[config.mk]
export PLATFORM = sky130hd
export DESIGN_NAME = fact_ctrl
export DESIGN_NICKNAME = d
export VERILOG_FILES = /design/src/rtl/fact_ctrl.sv
export SDC_FILE = /design/constraint.sdc
export NUM_CORES = 1
export LEC_CHECK = 0
export CAP_MARGIN = 20
export CORE_UTILIZATION = 40
export CTS_CLUSTER_DIAMETER = 30
export CTS_CLUSTER_SIZE = 16
export DETAILED_ROUTE_END_ITERATION = 12
export GPL_ROUTABILITY_DRIVEN = 0
export PLACE_DENSITY = 0.72
export SYNTH_ARGS = -nofsm -noshare
export SYNTH_HDL_FRONTEND = slang
export SYNTH_SLANG_ARGS = --single-unit
[constraint.sdc]
create_clock -name Clk -period 1.3 [get_ports Clk]
set_input_delay 0.26 -clock Clk [delete_from_list [all_inputs] [get_ports Clk]]
set_output_delay 0.26 -clock Clk [all_outputs]
set_load 0.01 [all_outputs]
[src/rtl/fact_ctrl.sv]
`timescale 1ns/1ps
// fact_ctrl -- control unit for the factorial accelerator datapath.
//
// Sequences an external down-counter, multiplier and product register to
// compute n! iteratively: the product register loads 1, then while the counter
// is greater than 1 the product is multiplied by the counter and the counter
// decrements. A programmable number of cycles (MUL_LAT) is allowed for the
// multiplier before each product-register load.
//
// Host handshake (four-phase Go/Done): the host raises Go and holds it; the
// unit raises Done when the result (or an error) is valid and keeps it high
// while Go stays high; the host lowers Go, and Done falls on the same edge
// that returns the unit to IDLE. Go is only sampled in IDLE to start work;
// dropping it mid-computation does not abort the sequence.
//
// Optional feature: define FACT_ERR_CHK_EN to reject n_in > N_MAX in IDLE
// (Err=1, Done=1, datapath untouched). Without it Err is constant 0.
//
// Ports:
//   Clk       rising-edge clock
//   Rst       asynchronous active-high reset
//   Go        host start request (level)
//   n_in      operand n (W bits), sampled in IDLE
//   GT_1      datapath status: counter > 1
//   Load_Cnt  load counter with n_in
//   En_Cnt    decrement counter
//   Load_Reg  product register load enable
//   Sel1      product D mux: 0 = constant 1, 1 = multiplier output
//   Sel2      output mux: 1 = product register, 0 = zero
//   Done      result valid
//   Err       illegal operand
//   CS        current state encoding (debug readback)
//
// All outputs are registered; each is set on the edge that enters the state
// it belongs to, so it is a pure function of the registered state.

module fact_ctrl #(
  parameter int W       = 4,
  parameter int MUL_LAT = 1,
  parameter int N_MAX   = 12
) (
  input  logic         Clk,
  input  logic         Rst,
  input  logic         Go,
  input  logic [W-1:0] n_in,
  input  logic         GT_1,
  output logic         Load_Cnt,
  output logic         En_Cnt,
  output logic         Load_Reg,
  output logic         Sel1,
  output logic         Sel2,
  output logic         Done,
  output logic         Err,
  output logic [2:0]   CS
);

  typedef enum logic [2:0] {
    S_IDLE  = 3'd0,
    S_INIT  = 3'd1,
    S_CHECK = 3'd2,
    S_MULT  = 3'd3,
    S_DONE  = 3'd4,
    S_ERR   = 3'd5
  } state_t;

  // Last value of the latency counter inside MULT; the load happens there.
  localparam logic [3:0] LAT_LAST = 4'(MUL_LAT - 1);
  // With a single-cycle multiplier the first MULT cycle is also the last.
  localparam bit LAST_ON_ENTRY = (MUL_LAT == 1);

  state_t     state;
  logic [3:0] lat;

`ifdef FACT_ERR_CHK_EN
  logic n_bad;
  assign n_bad = (32'(n_in) > 32'(N_MAX));
`else
  // n_in only feeds the datapath when the range check is disabled.
  logic unused_n;
  assign unused_n = ^n_in;
`endif

  assign CS = state;

  always_ff @(posedge Clk or posedge Rst) begin
    if (Rst) begin
      state    <= S_IDLE;
      lat      <= '0;
      Load_Cnt <= 1'b0;
      En_Cnt   <= 1'b0;
      Load_Reg <= 1'b0;
      Sel1     <= 1'b0;
      Sel2     <= 1'b0;
      Done     <= 1'b0;
      Err      <= 1'b0;
    end else begin
      // Outputs default low; each branch raises the outputs of the state
      // being entered.
      Load_Cnt <= 1'b0;
      En_Cnt   <= 1'b0;
      Load_Reg <= 1'b0;
      Sel1     <= 1'b0;
      Sel2     <= 1'b0;
      Done     <= 1'b0;
      Err      <= 1'b0;

      case (state)
        S_IDLE: begin
          if (Go) begin
`ifdef FACT_ERR_CHK_EN
            if (n_bad) begin
              state <= S_ERR;
              Err   <= 1'b1;
              Done  <= 1'b1;
            end else begin
              state    <= S_INIT;
              Load_Cnt <= 1'b1;
              Load_Reg <= 1'b1;
            end
`else
            state    <= S_INIT;
            Load_Cnt <= 1'b1;
            Load_Reg <= 1'b1;
`endif
          end
        end

        S_INIT: begin
          state <= S_CHECK;
        end

        S_CHECK: begin
          if (GT_1) begin
            state <= S_MULT;
            lat   <= '0;
            Sel1  <= 1'b1;
            if (LAST_ON_ENTRY) begin
              Load_Reg <= 1'b1;
              En_Cnt   <= 1'b1;
            end
          end else begin
            state <= S_DONE;
            Done  <= 1'b1;
            Sel2  <= 1'b1;
          end
        end

        S_MULT: begin
          if (lat == LAT_LAST) begin
            // Load and decrement happened this cycle; re-test the counter.
            lat   <= '0;
            state <= S_CHECK;
          end else begin
            lat  <= lat + 4'd1;
            Sel1 <= 1'b1;
            if (4'(lat + 4'd1) == LAT_LAST) begin
              Load_Reg <= 1'b1;
              En_Cnt   <= 1'b1;
            end
          end
        end

        S_DONE: begin
          if (Go) begin
            Done <= 1'b1;
            Sel2 <= 1'b1;
          end else begin
            state <= S_IDLE;
          end
        end

`ifdef FACT_ERR_CHK_EN
        S_ERR: begin
          if (Go) begin
            Err  <= 1'b1;
            Done <= 1'b1;
          end else begin
            state <= S_IDLE;
          end
        end
`endif

        default: begin
          // Unused encodings (and ERR when the check is compiled out).
          state <= S_IDLE;
          lat   <= '0;
        end
      endcase
    end
  end

endmodule

==> results_tabular.tex <==
\begin{tabular}{lr}
\hline
Metric & Value \\
\hline
\multicolumn{2}{l}{\textbf{Outcome}} \\
\quad Outcome & complete, but fails checks \\
\quad Violations in the final reports & negative setup slack \\
\multicolumn{2}{l}{\textbf{Global route}} \\
\quad Gr usage total & about a fifth \\
\quad Overflow after GRT & 0 \\
\quad Via count of the first global-routing pass & 480 \\
\quad Largest net degree at the start of global routing & 13 \\
\quad Initial antenna violation count & 0 \\
\quad First-pass GRT wire length & 2.02 mm \\
\multicolumn{2}{l}{\textbf{Finish}} \\
\quad Layout-stage area growth over the synthesis result & 40.0\% \\
\quad Fraction of final layout cells with drive strength greater than 1 & between 20\% and 30\% \\
\quad Footprint of the multi-input gates & between 200 and 300 um2 \\
\quad Layout Cells excl Fill & 100 \\
\quad Fin area & approximately 840 um2 \\
\quad Final layout net count & 97 \\
\quad Number of antenna repair diodes & 0 \\
\quad Sequential cell area & approximately 300 um2 \\
\quad FILL cells & $\sim$110 \\
\multicolumn{2}{l}{\textbf{Floorplan}} \\
\quad Number of placed I/O pins & 18 \\
\quad Core region area & 1350 um2 \\
\quad Num rows & 13 \\
\quad Die Ht & between 40 and 50 um \\
\quad Die Width & around 40 um \\
\quad Starting Density & 44.7\% \\
\quad Die outline area & 1670 um2 \\
\multicolumn{2}{l}{\textbf{Clock network}} \\
\quad H-tree depth reported by CTS & 1 \\
\quad Root buffer selected by CTS & sky130\_fd\_sc\_hd\_\_clkbuf\_4 \\
\quad Clock latency at the later pin of the worst-skew pair & roughly 0.27 ns \\
\quad Deepest clock path buffer count & 2 \\
\quad Clock slew at the register clock pins of the worst setup and hold paths & 0.08 ns \\
\quad Clock sink total & 12 \\
\quad CTS Buf Count & 3 \\
\quad Hold Buf Count CTS & 0 \\
\quad TritonCTS clock tree & done \\
\multicolumn{2}{l}{\textbf{Worst setup path}} \\
\quad Critical path endpoint category & flop \\
\quad Maximum net fanout on the critical path & 5 \\
\quad Worst-case reg-to-reg path depth & 5 \\
\quad Reg-to-reg slack, setup & -0.07 ns \\
\quad Worst EP required & $\sim$1.5 ns \\
\quad Worst setup SP type & flop \\
\quad Start of the worst register-to-register path & lat[1] \\
\quad Worst path arrival time & 1.52 ns \\
\quad Setup Crit Path Kind & flop to flop \\
\quad Capturing point of the worst reg2reg path & lat[0] \\
\multicolumn{2}{l}{\textbf{Synthesis}} \\
\quad Post-synthesis simple-gate area fraction & between 10\% and 20\% \\
\quad Fraction of synthesized cell area in xor and xnor cells & slightly below 3\% \\
\quad Synth top area cells & sky130\_fd\_sc\_hd\_\_dfrtp\_1, sky130\_fd\_sc\_hd\_\_ha\_1, sky130\_fd\_sc\_hd\_\_o21ai\_0 \\
\quad Post-synthesis sequential element count & 12 \\
\quad Arithmetic-cell share of the synthesized area counting full adders, half adders and majority gates & under 10\% \\
\quad Sequential cell area fraction in the yosys report & between 40\% and 50\% \\
\quad EDFF count, synth & 0 \\
\quad Number of warnings reported in the yosys synthesis log & 0 \\
\quad Most frequently used flop master after synthesis & sky130\_fd\_sc\_hd\_\_dfrtp\_1 \\
\quad Dominant combinational cell family by area after synthesis & simple AND/OR/NAND/NOR gates \\
\quad Share of flip-flops with an asynchronous set or reset & 100\% \\
\quad Syn Nets & 71 \\
\quad Cell with the most instances after synthesis & sky130\_fd\_sc\_hd\_\_dfrtp\_1 \\
\quad Synth Cell Area & 603 um2 \\
\quad Most instantiated cells after synthesis & sky130\_fd\_sc\_hd\_\_dfrtp\_1, sky130\_fd\_sc\_hd\_\_inv\_1, sky130\_fd\_sc\_hd\_\_o21ai\_0 \\
\quad Fraction of synthesized area in multiplexers & 0\% \\
\quad Compound-gate portion of the synthesized area & a little over an eighth \\
\quad Portion of synthesized cell area occupied by the leading cell type & roughly half \\
\quad Synth unique cells & 24 \\
\quad Mean instance size in the synthesized netlist & approximately 10 um2 \\
\quad Most area-hungry cell type in the Yosys netlist & sky130\_fd\_sc\_hd\_\_dfrtp\_1 \\
\quad Synthesized netlist cell count & 60 \\
\multicolumn{2}{l}{\textbf{Power and ir drop}} \\
\quad Static leakage & $\sim$0.00044 uW \\
\quad Worst IR Drop VDD & between 1 and 1.5 mV \\
\quad Overall Power & roughly 1900 uW \\
\quad Power per cell area & 2290 nW/um2 \\
\multicolumn{2}{l}{\textbf{Routing}} \\
\quad Initial DRC count & 30 \\
\quad Post-detailed-routing wire length & around 1.3 mm \\
\quad TritonRoute pass-1 iters & 4 \\
\quad Number of nets with antenna violations after routing & 0 \\
\quad Total vias in the final route & between 500 and 600 \\
\quad Average via count per standard cell & 5.33 \\
\quad Drt drc & 0 \\
\quad Routed length per placed instance & $\sim$13 um \\
\multicolumn{2}{l}{\textbf{Timing}} \\
\quad Setup repair after global routing missed its margin & true \\
\quad Final setup viols & 8 \\
\quad PnR worst setup slack & -0.0654 ns \\
\quad Share of the clock period used by the worst path after layout & 105\% \\
\quad Highest attainable clock frequency & between 700 and 800 MHz \\
\quad Worst setup skew after layout & roughly 0.0034 ns \\
\quad Post-layout min period & roughly 1.4 ns \\
\quad Final Max Slew Viols & 0 \\
\quad Final hold violations & 0 \\
\quad Worst-case hold slack & roughly 0.29 ns \\
\multicolumn{2}{l}{\textbf{Placement}} \\
\quad Count of input and output buffers & 12 \\
\quad Placed Cells incl. Taps & 90 \\
\quad Dpl cell area & $\sim$760 um2 \\
\quad Post-detail-place hpwl & 852 um \\
\quad Setup WS pre-CTS & -0.0601 ns \\
\multicolumn{2}{l}{\textbf{Worst hold path}} \\
\quad Class of the most critical hold timing path & input pin to async pin \\
\multicolumn{2}{l}{\textbf{Job}} \\
\quad Number of maximum-capacitance constraint violations & 0 \\
\hline
\end{tabular}
[cell usage in the layout (no fill, tap or decap), types with 2 or more instances in the layout]
| master | synthesis | final |
|---|---|---|
| sky130_fd_sc_hd__dfrtp_1 | 12 | 12 |
| sky130_fd_sc_hd__o21ai_0 | 6 | 5 |
| sky130_fd_sc_hd__dlygate4sd2_1 | 0 | 9 |
| sky130_fd_sc_hd__nand2_1 | 4 | 4 |
| sky130_fd_sc_hd__clkbuf_4 | 0 | 3 |
| sky130_fd_sc_hd__nor2_1 | 4 | 4 |
| sky130_fd_sc_hd__clkdlybuf4s50_1 | 0 | 3 |
| sky130_fd_sc_hd__a31oi_1 | 2 | 2 |
| sky130_fd_sc_hd__nand3_1 | 2 | 2 |
| sky130_fd_sc_hd__a21oi_1 | 3 | 3 |
| sky130_fd_sc_hd__ha_1 | 3 | 2 |
| sky130_fd_sc_hd__inv_1 | 6 | 5 |
| sky130_fd_sc_hd__buf_4 | 3 | 13 |
[area by class of cell]
cell class              count  share of cell area, %
clock buffers               4                   4.30
flip-flops and latches     12                   35.6
inverters                   6                   2.67
repair buffers             25                   24.4
multi-input cells          38                   30.8
well taps                  15                   2.22
[sequential cells by signal, summed over array words and instances, names as in the netlist]
signal	cells
lat	4
CS	3
Done	1
En_Cnt	1
Load_Cnt	1
Load_Reg	1
Sel1	1
[power by group]
group	internal, uW	total [uW]	switching (uW)
registers	512	575	63.1
logic	526	1060	534
clock network	170	298	128
[metal layers]
| layer | vias to the layer above | track usage (%) | wire (um) |
|---|---|---|---|
| li1 | 255 | - | - |
| met1 | 249 | 24.1 | 517 |
| met2 | 23 | 29.7 | 675 |
| met3 | 6 | 3.80 | 77 |
| met4 | 0 | 14.2 | 44 |
| met5 | - | 0 | 0 |
[cells by family after synthesis]
logic type               Yosys count
XOR/XNOR                           2
AO/OA/AOI/OAI                     14
flip-flops                        12
buffers and inverters             10
adder cells (fa/ha/maj)            3
other                              1
AND/OR/NAND/NOR                   18
[worst max-delay path by stage]
stage	start	to	slack [ns]	cells after the start
5_1_grt	lat[1]	lat[0]	-0.12	5
4_1_cts	lat[1]	Load_Reg	-0.04	5
3_5_place_dp	GT_1	lat[2]	-0.06	4
6_report	lat[1]	lat[0]	-0.07	5
3_3_place_gp	GT_1	lat[2]	-0.04	4
2_1_floorplan	lat[0]	lat[2]	-0.02	5
[what timing repair did]
item	in CTS	in global routing
endpoints found under the setup margin	15	8
setup buffers	6	0
pin swaps	4	3
resized for setup	12	2
cloned	0	0
[metrics by stage]
step,setup TNS [ns],util [%]
floorplan,-0.0264,-
global placement,-0.0852,56.3
detailed placement,-0.166,56.3
CTS,-0.132,62.3
global route,-0.718,62.6
finish,-0.366,62.6
[critical path, cell delays in order, from the launching register on]
cell and delay, ns:
sky130_fd_sc_hd__dfrtp_1 0.41, sky130_fd_sc_hd__inv_2 0.08, sky130_fd_sc_hd__ha_1 0.13, sky130_fd_sc_hd__or3b_4 0.41
sky130_fd_sc_hd__nand2_1 0.12, sky130_fd_sc_hd__o21ai_0 0.09
Note: power is estimated with default switching activity, not from simulation.
